===== src/rtl/dmem_access_unit_pkg.sv =====
// rtl/dmem_access_unit_pkg.sv - shared funct3 constants and load/store FSM state type
package riscv_mem_pkg;

    localparam logic [2:0] LB  = 3'b000;
    localparam logic [2:0] LH  = 3'b001;
    localparam logic [2:0] LW  = 3'b010;
    localparam logic [2:0] LBU = 3'b100;
    localparam logic [2:0] LHU = 3'b101;
    localparam logic [2:0] SB  = 3'b000;
    localparam logic [2:0] SH  = 3'b001;
    localparam logic [2:0] SW  = 3'b010;

    typedef enum logic [1:0] {
        ST_IDLE = 2'd0,
        ST_REQ  = 2'd1,
        ST_RESP = 2'd2
    } lsu_state_e;

    function automatic logic funct3_legal(input logic we, input logic [2:0] funct3);
        logic ok;
        if (we) begin
            ok = (funct3 == SB) || (funct3 == SH) || (funct3 == SW);
        end else begin
            ok = (funct3 == LB) || (funct3 == LH) || (funct3 == LW) ||
                 (funct3 == LBU) || (funct3 == LHU);
        end
        return ok;
    endfunction

endpackage


===== src/rtl/dmem_access_unit_if.sv =====
// rtl/dmem_access_unit_if.sv - execute, data-memory and writeback signals of the load/store unit
interface dmem_access_unit_if;
    logic        ex_valid;
    logic        ex_ready;
    logic        ex_we;
    logic [2:0]  ex_funct3;
    logic [31:0] ex_addr;
    logic [31:0] ex_wdata;
    logic [4:0]  ex_rd;

    logic        mem_req;
    logic        mem_we;
    logic [31:0] mem_addr;
    logic [3:0]  mem_be;
    logic [31:0] mem_wdata;
    logic        mem_gnt;
    logic        mem_rvalid;
    logic [31:0] mem_rdata;

    logic        wb_valid;
    logic [31:0] wb_data;
    logic [2:0]  wb_size;
    logic [4:0]  wb_rd;
    logic        access_fault;

    // slave: the load/store unit's own view
    modport slave (
        input  ex_valid, ex_we, ex_funct3, ex_addr, ex_wdata, ex_rd,
        input  mem_gnt, mem_rvalid, mem_rdata,
        output ex_ready, mem_req, mem_we, mem_addr, mem_be, mem_wdata,
        output wb_valid, wb_data, wb_size, wb_rd, access_fault
    );

    modport master (
        output ex_valid, ex_we, ex_funct3, ex_addr, ex_wdata, ex_rd,
        output mem_gnt, mem_rvalid, mem_rdata,
        input  ex_ready, mem_req, mem_we, mem_addr, mem_be, mem_wdata,
        input  wb_valid, wb_data, wb_size, wb_rd, access_fault
    );
endinterface


===== src/rtl/dmem_access_unit_lane_align.sv =====
// rtl/dmem_access_unit_lane_align.sv - byte-lane enables, store replication, load shift and fault decode
module dmem_lane_align
    import riscv_mem_pkg::*;
(
    input  logic        we_i,
    input  logic [2:0]  funct3_i,
    input  logic [1:0]  addr_lo_i,
    input  logic [31:0] wdata_i,
    input  logic [31:0] rdata_i,
    output logic [3:0]  be_o,
    output logic [31:0] wdata_o,
    output logic [31:0] rdata_o,
    output logic        fault_o
);

    logic misalign;

    always_comb begin
        be_o     = 4'b1111;
        wdata_o  = wdata_i;
        misalign = 1'b0;
        case (funct3_i[1:0])
            2'b00: begin
                be_o    = 4'b0001 << addr_lo_i;
                wdata_o = {4{wdata_i[7:0]}};
            end
            2'b01: begin
                be_o     = 4'b0011 << addr_lo_i;
                wdata_o  = {2{wdata_i[15:0]}};
                misalign = addr_lo_i[0];
            end
            default: begin
                misalign = (addr_lo_i != 2'b00);
            end
        endcase
        fault_o = misalign || !funct3_legal(we_i, funct3_i);
        rdata_o = rdata_i >> {addr_lo_i, 3'b000};
    end

endmodule


===== src/rtl/dmem_access_unit.sv =====
// rtl/dmem_access_unit.sv - single-outstanding memory-stage load/store unit
module dmem_access_unit
    import riscv_mem_pkg::*;
(
    input  logic              clk,
    input  logic              rst,
    dmem_access_unit_if.slave bus
);

    lsu_state_e  state_q, state_d;
    logic [2:0]  funct3_q, funct3_d;
    logic        we_q, we_d;
    logic [1:0]  off_q, off_d;
    logic [4:0]  rd_q, rd_d;

    logic        mem_req_q, mem_req_d;
    logic        mem_we_q, mem_we_d;
    logic [31:0] mem_addr_q, mem_addr_d;
    logic [3:0]  mem_be_q, mem_be_d;
    logic [31:0] mem_wdata_q, mem_wdata_d;

    logic        wb_valid_q, wb_valid_d;
    logic [31:0] wb_data_q, wb_data_d;
    logic [2:0]  wb_size_q, wb_size_d;
    logic [4:0]  wb_rd_q, wb_rd_d;
    logic        fault_q, fault_d;

    logic        in_idle;
    logic        al_we;
    logic [2:0]  al_funct3;
    logic [1:0]  al_off;
    logic [3:0]  al_be;
    logic [31:0] al_wdata;
    logic [31:0] al_rdata;
    logic        al_fault;

    assign in_idle = (state_q == ST_IDLE);

    // One aligner: decodes the incoming op in IDLE, shifts the response with the latched offset later
    assign al_we     = in_idle ? bus.ex_we         : we_q;
    assign al_funct3 = in_idle ? bus.ex_funct3     : funct3_q;
    assign al_off    = in_idle ? bus.ex_addr[1:0]  : off_q;

    dmem_lane_align u_align (
        .we_i      (al_we),
        .funct3_i  (al_funct3),
        .addr_lo_i (al_off),
        .wdata_i   (bus.ex_wdata),
        .rdata_i   (bus.mem_rdata),
        .be_o      (al_be),
        .wdata_o   (al_wdata),
        .rdata_o   (al_rdata),
        .fault_o   (al_fault)
    );

    always_comb begin
        state_d     = state_q;
        funct3_d    = funct3_q;
        we_d        = we_q;
        off_d       = off_q;
        rd_d        = rd_q;
        mem_req_d   = mem_req_q;
        mem_we_d    = mem_we_q;
        mem_addr_d  = mem_addr_q;
        mem_be_d    = mem_be_q;
        mem_wdata_d = mem_wdata_q;
        wb_valid_d  = 1'b0;
        wb_data_d   = wb_data_q;
        wb_size_d   = wb_size_q;
        wb_rd_d     = wb_rd_q;
        fault_d     = 1'b0;

        case (state_q)
            ST_IDLE: begin
                if (bus.ex_valid) begin
                    if (al_fault) begin
                        fault_d = 1'b1;
                    end else begin
                        funct3_d    = bus.ex_funct3;
                        we_d        = bus.ex_we;
                        off_d       = bus.ex_addr[1:0];
                        rd_d        = bus.ex_rd;
                        mem_req_d   = 1'b1;
                        mem_we_d    = bus.ex_we;
                        mem_addr_d  = {bus.ex_addr[31:2], 2'b00};
                        mem_be_d    = al_be;
                        mem_wdata_d = al_wdata;
                        state_d     = ST_REQ;
                    end
                end
            end
            ST_REQ: begin
                if (bus.mem_gnt) begin
                    mem_req_d = 1'b0;
                    state_d   = we_q ? ST_IDLE : ST_RESP;
                end
            end
            ST_RESP: begin
                if (bus.mem_rvalid) begin
                    wb_valid_d = 1'b1;
                    wb_data_d  = al_rdata;
                    wb_size_d  = funct3_q;
                    wb_rd_d    = rd_q;
                    state_d    = ST_IDLE;
                end
            end
            default: begin
                state_d = ST_IDLE;
            end
        endcase
    end

    always_ff @(posedge clk) begin
        if (rst) begin
            state_q     <= ST_IDLE;
            funct3_q    <= 3'b000;
            we_q        <= 1'b0;
            off_q       <= 2'b00;
            rd_q        <= 5'd0;
            mem_req_q   <= 1'b0;
            mem_we_q    <= 1'b0;
            mem_addr_q  <= 32'd0;
            mem_be_q    <= 4'd0;
            mem_wdata_q <= 32'd0;
            wb_valid_q  <= 1'b0;
            wb_data_q   <= 32'd0;
            wb_size_q   <= 3'b000;
            wb_rd_q     <= 5'd0;
            fault_q     <= 1'b0;
        end else begin
            state_q     <= state_d;
            funct3_q    <= funct3_d;
            we_q        <= we_d;
            off_q       <= off_d;
            rd_q        <= rd_d;
            mem_req_q   <= mem_req_d;
            mem_we_q    <= mem_we_d;
            mem_addr_q  <= mem_addr_d;
            mem_be_q    <= mem_be_d;
            mem_wdata_q <= mem_wdata_d;
            wb_valid_q  <= wb_valid_d;
            wb_data_q   <= wb_data_d;
            wb_size_q   <= wb_size_d;
            wb_rd_q     <= wb_rd_d;
            fault_q     <= fault_d;
        end
    end

    assign bus.ex_ready     = in_idle;
    assign bus.mem_req      = mem_req_q;
    assign bus.mem_we       = mem_we_q;
    assign bus.mem_addr     = mem_addr_q;
    assign bus.mem_be       = mem_be_q;
    assign bus.mem_wdata    = mem_wdata_q;
    assign bus.wb_valid     = wb_valid_q;
    assign bus.wb_data      = wb_data_q;
    assign bus.wb_size      = wb_size_q;
    assign bus.wb_rd        = wb_rd_q;
    assign bus.access_fault = fault_q;

endmodule


===== src/flat_wrapper.sv =====
// flat-port wrapper written by rule: the top's interface ports become plain ports
module dmem_access_unit_flat import riscv_mem_pkg::*;
  (clk, rst, bus_ex_valid, bus_ex_we, bus_ex_funct3, bus_ex_addr, bus_ex_wdata, bus_ex_rd, bus_mem_gnt, bus_mem_rvalid, bus_mem_rdata, bus_ex_ready, bus_mem_req, bus_mem_we, bus_mem_addr, bus_mem_be, bus_mem_wdata, bus_wb_valid, bus_wb_data, bus_wb_size, bus_wb_rd, bus_access_fault);
  dmem_access_unit_if bus_i ();
  input  logic clk;
  input  logic rst;
  input wire logic [$bits(bus_i.ex_valid)-1:0] bus_ex_valid;
  input wire logic [$bits(bus_i.ex_we)-1:0] bus_ex_we;
  input wire logic [$bits(bus_i.ex_funct3)-1:0] bus_ex_funct3;
  input wire logic [$bits(bus_i.ex_addr)-1:0] bus_ex_addr;
  input wire logic [$bits(bus_i.ex_wdata)-1:0] bus_ex_wdata;
  input wire logic [$bits(bus_i.ex_rd)-1:0] bus_ex_rd;
  input wire logic [$bits(bus_i.mem_gnt)-1:0] bus_mem_gnt;
  input wire logic [$bits(bus_i.mem_rvalid)-1:0] bus_mem_rvalid;
  input wire logic [$bits(bus_i.mem_rdata)-1:0] bus_mem_rdata;
  output wire logic [$bits(bus_i.ex_ready)-1:0] bus_ex_ready;
  output wire logic [$bits(bus_i.mem_req)-1:0] bus_mem_req;
  output wire logic [$bits(bus_i.mem_we)-1:0] bus_mem_we;
  output wire logic [$bits(bus_i.mem_addr)-1:0] bus_mem_addr;
  output wire logic [$bits(bus_i.mem_be)-1:0] bus_mem_be;
  output wire logic [$bits(bus_i.mem_wdata)-1:0] bus_mem_wdata;
  output wire logic [$bits(bus_i.wb_valid)-1:0] bus_wb_valid;
  output wire logic [$bits(bus_i.wb_data)-1:0] bus_wb_data;
  output wire logic [$bits(bus_i.wb_size)-1:0] bus_wb_size;
  output wire logic [$bits(bus_i.wb_rd)-1:0] bus_wb_rd;
  output wire logic [$bits(bus_i.access_fault)-1:0] bus_access_fault;
  assign bus_i.ex_valid = bus_ex_valid;
  assign bus_i.ex_we = bus_ex_we;
  assign bus_i.ex_funct3 = bus_ex_funct3;
  assign bus_i.ex_addr = bus_ex_addr;
  assign bus_i.ex_wdata = bus_ex_wdata;
  assign bus_i.ex_rd = bus_ex_rd;
  assign bus_i.mem_gnt = bus_mem_gnt;
  assign bus_i.mem_rvalid = bus_mem_rvalid;
  assign bus_i.mem_rdata = bus_mem_rdata;
  assign bus_ex_ready = bus_i.ex_ready;
  assign bus_mem_req = bus_i.mem_req;
  assign bus_mem_we = bus_i.mem_we;
  assign bus_mem_addr = bus_i.mem_addr;
  assign bus_mem_be = bus_i.mem_be;
  assign bus_mem_wdata = bus_i.mem_wdata;
  assign bus_wb_valid = bus_i.wb_valid;
  assign bus_wb_data = bus_i.wb_data;
  assign bus_wb_size = bus_i.wb_size;
  assign bus_wb_rd = bus_i.wb_rd;
  assign bus_access_fault = bus_i.access_fault;
  dmem_access_unit u_core (.clk(clk), .rst(rst), .bus(bus_i));
endmodule

===== config.mk =====
export PLATFORM = sky130hd
export DESIGN_NAME = dmem_access_unit_flat
export DESIGN_NICKNAME = d
export VERILOG_FILES = /design/src/rtl/dmem_access_unit_pkg.sv /design/src/rtl/dmem_access_unit_if.sv /design/src/rtl/dmem_access_unit_lane_align.sv /design/src/rtl/dmem_access_unit.sv /design/src/flat_wrapper.sv
export SDC_FILE = /design/constraint.sdc
export NUM_CORES = 1
export LEC_CHECK = 0
export BUFFER_PORTS_ARGS = -buffer_cell sky130_fd_sc_hd__buf_4
export CORE_MARGIN = 2
export CORE_UTILIZATION = 40
export DETAILED_ROUTE_END_ITERATION = 16
export GPL_TIMING_DRIVEN = 1
export PLACE_DENSITY = 0.76
export SLEW_MARGIN = 20
export SYNTH_ARGS = -nofsm -noshare
export SYNTH_HDL_FRONTEND = slang
export SYNTH_SLANG_ARGS = --single-unit
export TNS_END_PERCENT = 10

===== constraint.sdc =====
create_clock -name clk -period 2.08 [get_ports clk]
set_input_delay 0.208 -clock clk [delete_from_list [all_inputs] [get_ports clk]]
set_output_delay 0.208 -clock clk [all_outputs]
set_load 0.005 [all_outputs]

### Yosys cells after proc, flatten, opt, wreduce, memory -nomap -nowiden

Cells that the tools add are included.

* output and inout port bits: 113
* flip-flop bits (word level): 122
* word-level logic and storage cells: 68

* shift operators: 3
* mux-type cells: 19
* reductions and logical operators: 17
* bitwise gates (word level): 4
* eq/ne operators: 11

Operators with widths (number)
* $pmux W32 S2: 1
* $shr A32 B5 Y32: 1
* $mux W2: 6
* $ne A2 B2 Y1 const B: 4
* $pmux W4 S2: 1
* $reduce_and A4 Y1: 2
* $mux W1: 7
* $eq A3 B3 Y1 const B: 2
* $pmux W2 S3: 1
* $logic_or A1 B1 Y1: 5
* $eq A2 B1 Y1 const B: 2
* $logic_not A2 Y1: 2
* $not A1 Y1: 4
* $pmux W1 S2: 2
* $reduce_bool A2 Y1: 2
* $shl A1 B2 Y4 const A: 1
* $shl A2 B2 Y4 const A: 1
* $eq A3 B1 Y1 const B: 1
* $eq A3 B2 Y1 const B: 1
* $logic_not A3 Y1: 1
* $mux W3: 1
* $reduce_and A3 Y1: 1
* $reduce_or A3 Y1: 1
* $eq A2 B2 Y1 const B: 1
* other kinds (3): 3

### Depth between registers and ports, before layout

* word-level depth: 13
* depth in mapped cells: 10

### Hierarchy

A second synthesis with hierarchy kept.

* cells, all modules: 657
* area, all modules: 6497.5 um2

By module, submodules not included
* dmem_access_unit: times used 1, sequential area each 2442.3 um2, area an instance 5452.7 um2, cells an instance 528
* dmem_lane_align: times used 1, sequential area each 0.0 um2, area an instance 1044.8 um2, cells an instance 129

### Least setup slack after synthesis

Ideal clock, no wire load.

* path type: reg2reg
* from: register u_core.state_q[1]
* to: register u_core.wb_data_q[3] (netlist: u_core.bus.wb_data[3])
* required time: 1.948 ns
* arrival time: 1.907 ns
* setup slack: 0.041 ns
* path buffers: 3
* stages on the path, launching flop included: 10
* path through: dfxtp_1 or2_1 buf_4 inv_2 buf_6 mux2i_4 buf_4 mux2_2 o221ai_1 a21oi_1

* word-level cells in the longest chain between the ends: 3
* elaborated cells between the ends (all ways): 5
* those cells by class: eq/ne: 1; shift: 1; mux: 1; reduce/logical: 2

Ends and longest elaborated chain
* from (decl): line dmem_access_unit.sv:10 `lsu_state_e state_q, state_d;`
* from (signal assigned): line dmem_access_unit.sv:131 `state_q <= state_d;`
* $logic_not A2 Y1: line dmem_access_unit.sv:37 `assign in_idle = (state_q == ST_IDLE);`
* via bus_ex_ready: line flat_wrapper.sv:16 `output wire logic [$bits(bus_i.ex_ready)-1:0] bus_ex_ready;`
* $mux W2: line dmem_access_unit.sv:42 `assign al_off = in_idle ? bus.ex_addr[1:0] : off_q;`
* $shr A32 B5 Y32: line dmem_access_unit_lane_align.sv:37 `rdata_o = rdata_i >> {addr_lo_i, 3'b000};`
* to (signal assigned): line dmem_access_unit.sv:142 `wb_data_q <= wb_data_d;`
* to (decl): line dmem_access_unit.sv:23 `logic [31:0] wb_data_q, wb_data_d;`

The timed path passes the listed nets, and every way through them passes these cells.
A chain may end at the register's enable or synchronous reset.

### Final worst setup path

* from: register u_core.state_q[1]
* to: register u_core.off_q[0]

* word-level cells in the longest chain between the ends: 12
* elaborated cells between the ends (all ways): 22
* those cells by class: eq/ne: 5; mux: 5; bitwise: 1; reduce/logical: 11

Ends and longest elaborated chain
* $logic_not A2 Y1 *: line dmem_access_unit.sv:37, dmem_access_unit.sv:73
* $mux W3: line dmem_access_unit.sv:41 `assign al_funct3 = in_idle ? bus.ex_funct3 : funct3_q;`
* $eq A3 B1 Y1 or $logic_not A3 Y1 (tied branches): line dmem_access_unit_pkg.sv:22, dmem_access_unit_pkg.sv:24
* $logic_or A1 B1 Y1 (2 in a row): line dmem_access_unit_pkg.sv:22, dmem_access_unit_pkg.sv:24
* $logic_or A1 B1 Y1: line dmem_access_unit_pkg.sv:24 `ok = (funct3 == LB) || (funct3 == LH) || (funct3 == LW) ||`
* $logic_or A1 B1 Y1: line dmem_access_unit_pkg.sv:25 `(funct3 == LBU) || (funct3 == LHU);`
* $mux W1: line dmem_access_unit_pkg.sv:21 `if (we) begin`
* $logic_not A1 Y1: line dmem_access_unit_lane_align.sv:36 `fault_o = misalign || !funct3_legal(we_i, funct3_i);`
* $logic_or A1 B1 Y1: line dmem_access_unit_lane_align.sv:36
* $not A1 Y1 (no source line)
* $reduce_and A3 Y1 (no source line) *
* to (signal assigned): line dmem_access_unit.sv:118 `off_q <= 2'b00;`
* to (signal assigned): line dmem_access_unit.sv:134 `off_q <= off_d;`
* to (decl): line dmem_access_unit.sv:13 `logic [1:0] off_q, off_d;`

Every way passes the cells marked *; elsewhere a longest branch is shown, timed or not.

==> impl.org <==
** Finish
- Sequential Area :: 0.00244 mm²
- Final cell area excluding filler cells :: 0.00814 mm²
- Counting the fill cells in the layout gives 1160.
- Fraction of layout instances using a drive strength above 1 :: 38.4%
- Area of the multi-input gates :: 0.00263 mm²
- Area growth, synth to finish :: 52.1%
- Antenna diodes :: 0
- Fin cells :: 1022
- Measured on the finished design, the core utilization comes to 61.9%.
- Final nets :: 944

** Logic synthesis
- Counting flops with a built-in enable in the synthesized netlist gives 0.
- Seq/Total Area, Yosys :: 45.7%
- Synthesized area per cell :: 8.68 µm²
- For this run, the number of Yosys warnings is 0.
- Synthesis inferred 122 register bits.
- Post-synthesis instance total :: 616
- In this run the cell area of the synthesized design comes to 0.00535 mm².
- Dominant register cell in the synthesized netlist :: sky130_fd_sc_hd__dfxtp_1
- Number of distinct standard cells referenced by the synthesized netlist :: 47
- Counting flops with an async set or reset pin after synthesis yields a share of 0%.

** Route
- After detailed routing, the number of vias per cell comes to 5.61.
- DR vias :: 5735
- First-pass iteration count of the detailed router :: 8
- Iteration-0 DRC count of the detailed router :: 671
- Dividing the detail-routed wire length by the instance count gives 17.8 µm.
- After detailed routing, the number of remaining DRC violations is 0.
- Summed over all layers, the routed wires come to 18200 µm.
- Post-route ant nets :: 0

** STA
- The final-report hold violation count came to 0.
- Static timing analysis puts the maximum clock frequency at 481 MHz.
- Setup violations remaining at the end of the flow were counted as 1.
- Once routing completed, OpenROAD measured the worst setup slack at -0.683 ps.
- Portion of the clock cycle consumed by the worst path in the final layout :: 100%
- Setup repair after global routing could not meet its margin everywhere.
- Clk_skew :: 6.20 ps
- Number of max-slew violations in the final report :: 0
- Setup total negative slack on the finished layout was measured at -0.683 ps.
- After layout, the minimum clock period comes to 2080 ps.

** Floorplan
- In this run the count of I/O pins placed on the die edge is 223.
- Vertical die dimension :: 120 µm
- In this run the core area contains 42 standard-cell rows.
- The die covers 0.0143 mm².
- The initial utilization of the core area, before any placement, comes to 40.7%.
- Chip width :: 120 µm
- The region available for standard cell placement spans 0.0131 mm².

** GRT
- Entering global routing, the biggest net connects 59 pins.
- Wire length of the first global-routing pass :: 27800 µm
- Vias in the first global route :: 5279
- Residual overflow from global routing :: 0
- Global routing used 24.4% of the available tracks across all layers.
- The number of antenna violations at the first check in global routing came to 0.

** CTS
- CTS placed an instance of sky130_fd_sc_hd__clkbuf_16 at the clock tree root.
- Clk Latency, worst-skew pair :: 410 ps
- Number of buffers on the longest clock path :: 2
- The H-tree was split into 4 levels.
- Clock tree from TritonCTS :: yes
- Clock transition at the register clock pins on the worst setup and hold paths after CTS :: 50 ps
- Num Clock Sinks :: 122
- In this run, CTS created clock tree buffers numbering 17.

** Power
- Static power due to leakage :: 3.42 nW
- Maximum resistive drop on vdd :: 0.573 mV
- Power per cell area :: 868 mW/mm²

** Setup path
- The setup path with the least slack is of type reg -> reg.
- Standard cell with the maximum stage delay on the critical path :: sky130_fd_sc_hd__or4b_4
- The signal on the critical path passes through or2_1 -> inv_4 -> and3_4 -> or4b_4 -> buf_12 -> o21ai_0 -> a21oi_1.
- CP Data Required Time :: 2350 ps
- Endpoint type of the worst setup path :: flip-flop
- Max Fanout on Critical Path :: 38
- STA puts the critical path data arrival time at 2360 ps.
- STA classifies the critical path startpoint as a flip-flop.
- On the worst path, the slowest cell contributes a delay of 570 ps.

** Placed design
- Once placement finished, the instance area stood at 0.00736 mm².
- Final RePlAce weighted congestion :: 0.920
- The number of placed instances, taps included, is 985.
- Number of port buffers :: 220
- DPL Wire Length :: 12200 µm
- Post-placement worst setup slack :: -41.6 ps

** Run
- Max-cap violations in this run came to 0.

** Run status
- Result of the run :: complete, but fails checks
- Failing checks :: setup timing

** Min path
- In this run the worst hold path is classified as in -> reg.
-- per-stage QoR --
step	hold slack (ps)	power, mW
final	25.6	7.06
after global routing	27.4	7.35
after CTS	10.9	7.03
after detailed placement	448	3.89
after global placement	440	3.88
after floorplan	327	3.24
-- state kept, by name, summed over array words and instances (netlist names) --
register                 flops
u_core.bus.mem_addr         30
u_core.funct3_q              3
u_core.bus.mem_req           1
u_core.we_q                  1
u_core.rd_q                  5
u_core.bus.wb_valid          1
u_core.bus.access_fault      1
u_core.bus.wb_rd             5
u_core.bus.wb_data          32
u_core.bus.mem_wdata        32
u_core.off_q                 2
u_core.state_q               2
u_core.bus.mem_be            4
u_core.bus.wb_size           3
-- cell usage in the layout (no fill, tap or decap), types with 5 or more instances in the layout --
cell type                   count
sky130_fd_sc_hd__a2bb2oi_1      6
sky130_fd_sc_hd__dfxtp_1      122
sky130_fd_sc_hd__buf_12        12
sky130_fd_sc_hd__nor2_1        22
sky130_fd_sc_hd__a22oi_1       13
sky130_fd_sc_hd__clkbuf_16     19
sky130_fd_sc_hd__a311oi_1      18
sky130_fd_sc_hd__a21oi_1       97
sky130_fd_sc_hd__nand2_1       55
sky130_fd_sc_hd__mux2_2        13
sky130_fd_sc_hd__buf_4        245
sky130_fd_sc_hd__nand3_1       59
sky130_fd_sc_hd__o21ai_0       40
sky130_fd_sc_hd__mux2i_1       17
sky130_fd_sc_hd__a21o_1         5
sky130_fd_sc_hd__nor3_1         5
sky130_fd_sc_hd__nor3b_1        5
sky130_fd_sc_hd__o21ai_1       10
sky130_fd_sc_hd__a222oi_1       7
sky130_fd_sc_hd__a211oi_1      16
-- kinds of logic after synthesis --
group                  synth area share, %
AOI/OAI and AO/OA                     26.3
and+or+nand+nor                       14.6
DFF                                   45.7
buffers and inverters                 6.27
muxes                                 7.13
other                               0.0701
-- final cells by class --
cell class	count	area share, %
clock buffer	24	6.04
clock inverter	7	1.69
inverter	3	0.169
multi-input combinational	426	32.3
sequential	122	30.0
tap	176	2.71
timing repair buffer	264	27.1
-- metal layers --
metal	track usage, %	share of wire (%)
met4	12.1	2.8
met2	36.4	47
met1	33.0	42
met3	5.89	8.0
met5	0	0
-- synth_stat cells (2+ instances only) --
cell type                     n  share of area [%]
sky130_fd_sc_hd__o21ai_0     41                3.8
sky130_fd_sc_hd__a211oi_1    18                2.5
sky130_fd_sc_hd__clkbuf_1    38                2.7
sky130_fd_sc_hd__a2bb2oi_1    6               0.98
sky130_fd_sc_hd__nand2_1     55                3.9
sky130_fd_sc_hd__or4_1        2               0.28
sky130_fd_sc_hd__nand2b_1     2               0.23
sky130_fd_sc_hd__mux2i_1     19                3.6
sky130_fd_sc_hd__a21oi_1     97                9.1
sky130_fd_sc_hd__o31ai_1      2               0.28
sky130_fd_sc_hd__buf_2       13                1.2
sky130_fd_sc_hd__o21ai_1     10               0.94
sky130_fd_sc_hd__buf_4       12                1.7
sky130_fd_sc_hd__o221ai_1     4               0.65
sky130_fd_sc_hd__o22ai_1      2               0.23
sky130_fd_sc_hd__nor2_1      22                1.5
sky130_fd_sc_hd__a21o_1       6               0.84
sky130_fd_sc_hd__a21oi_2      2               0.33
sky130_fd_sc_hd__dfxtp_1    122                 46
sky130_fd_sc_hd__mux2_1       2               0.42
sky130_fd_sc_hd__buf_6        2               0.42
sky130_fd_sc_hd__nor3b_1      5               0.70
sky130_fd_sc_hd__nand3_1     59                5.5
sky130_fd_sc_hd__a22oi_1     13                1.8
sky130_fd_sc_hd__a222oi_1     7                1.3
sky130_fd_sc_hd__nor3_1       5               0.47
sky130_fd_sc_hd__a311oi_1    18                2.9
sky130_fd_sc_hd__mux2_2      13                2.7
-- power by group --
part / total [mW] / switching (mW) / internal [mW]
Clock: 3.12 / 1.00 / 2.12
Sequential: 2.54 / 0.0706 / 2.47
Combinational: 1.40 / 0.698 / 0.702
-- critical path, delay by kind of cell (launching register included) --
family / cells / cell delay (ps)
DFF: 1 / 330
AOI/OAI and AO/OA: 2 / 290
buffers and inverters: 2 / 300
and+or+nand+nor: 3 / 1030
-- worst paths after layout --
| kind | from | endpoint | slack [ps] | cells past startpoint |
|---|---|---|---|---|
| max | u_core.state_q[1] | u_core.off_q[0] | -0.7 | 7 |
| min | bus_mem_gnt | u_core.bus.mem_req | 30 | 2 |
| max reg2reg | u_core.state_q[1] | u_core.off_q[0] | -0.7 | 7 |
| min reg2reg | u_core.bus.wb_data[1] | u_core.bus.wb_data[1] | 450 | 2 |
-- what timing repair did --
item / in CTS / in global routing
gates cloned: 0 / 3
resized for setup: 3 / 16
endpoints found under the setup margin: 50 / 91
buffers inserted: 0 / 3
hold buffers: 0 / 0
pin swaps: 0 / 4
(Power assumes the default switching activity.)
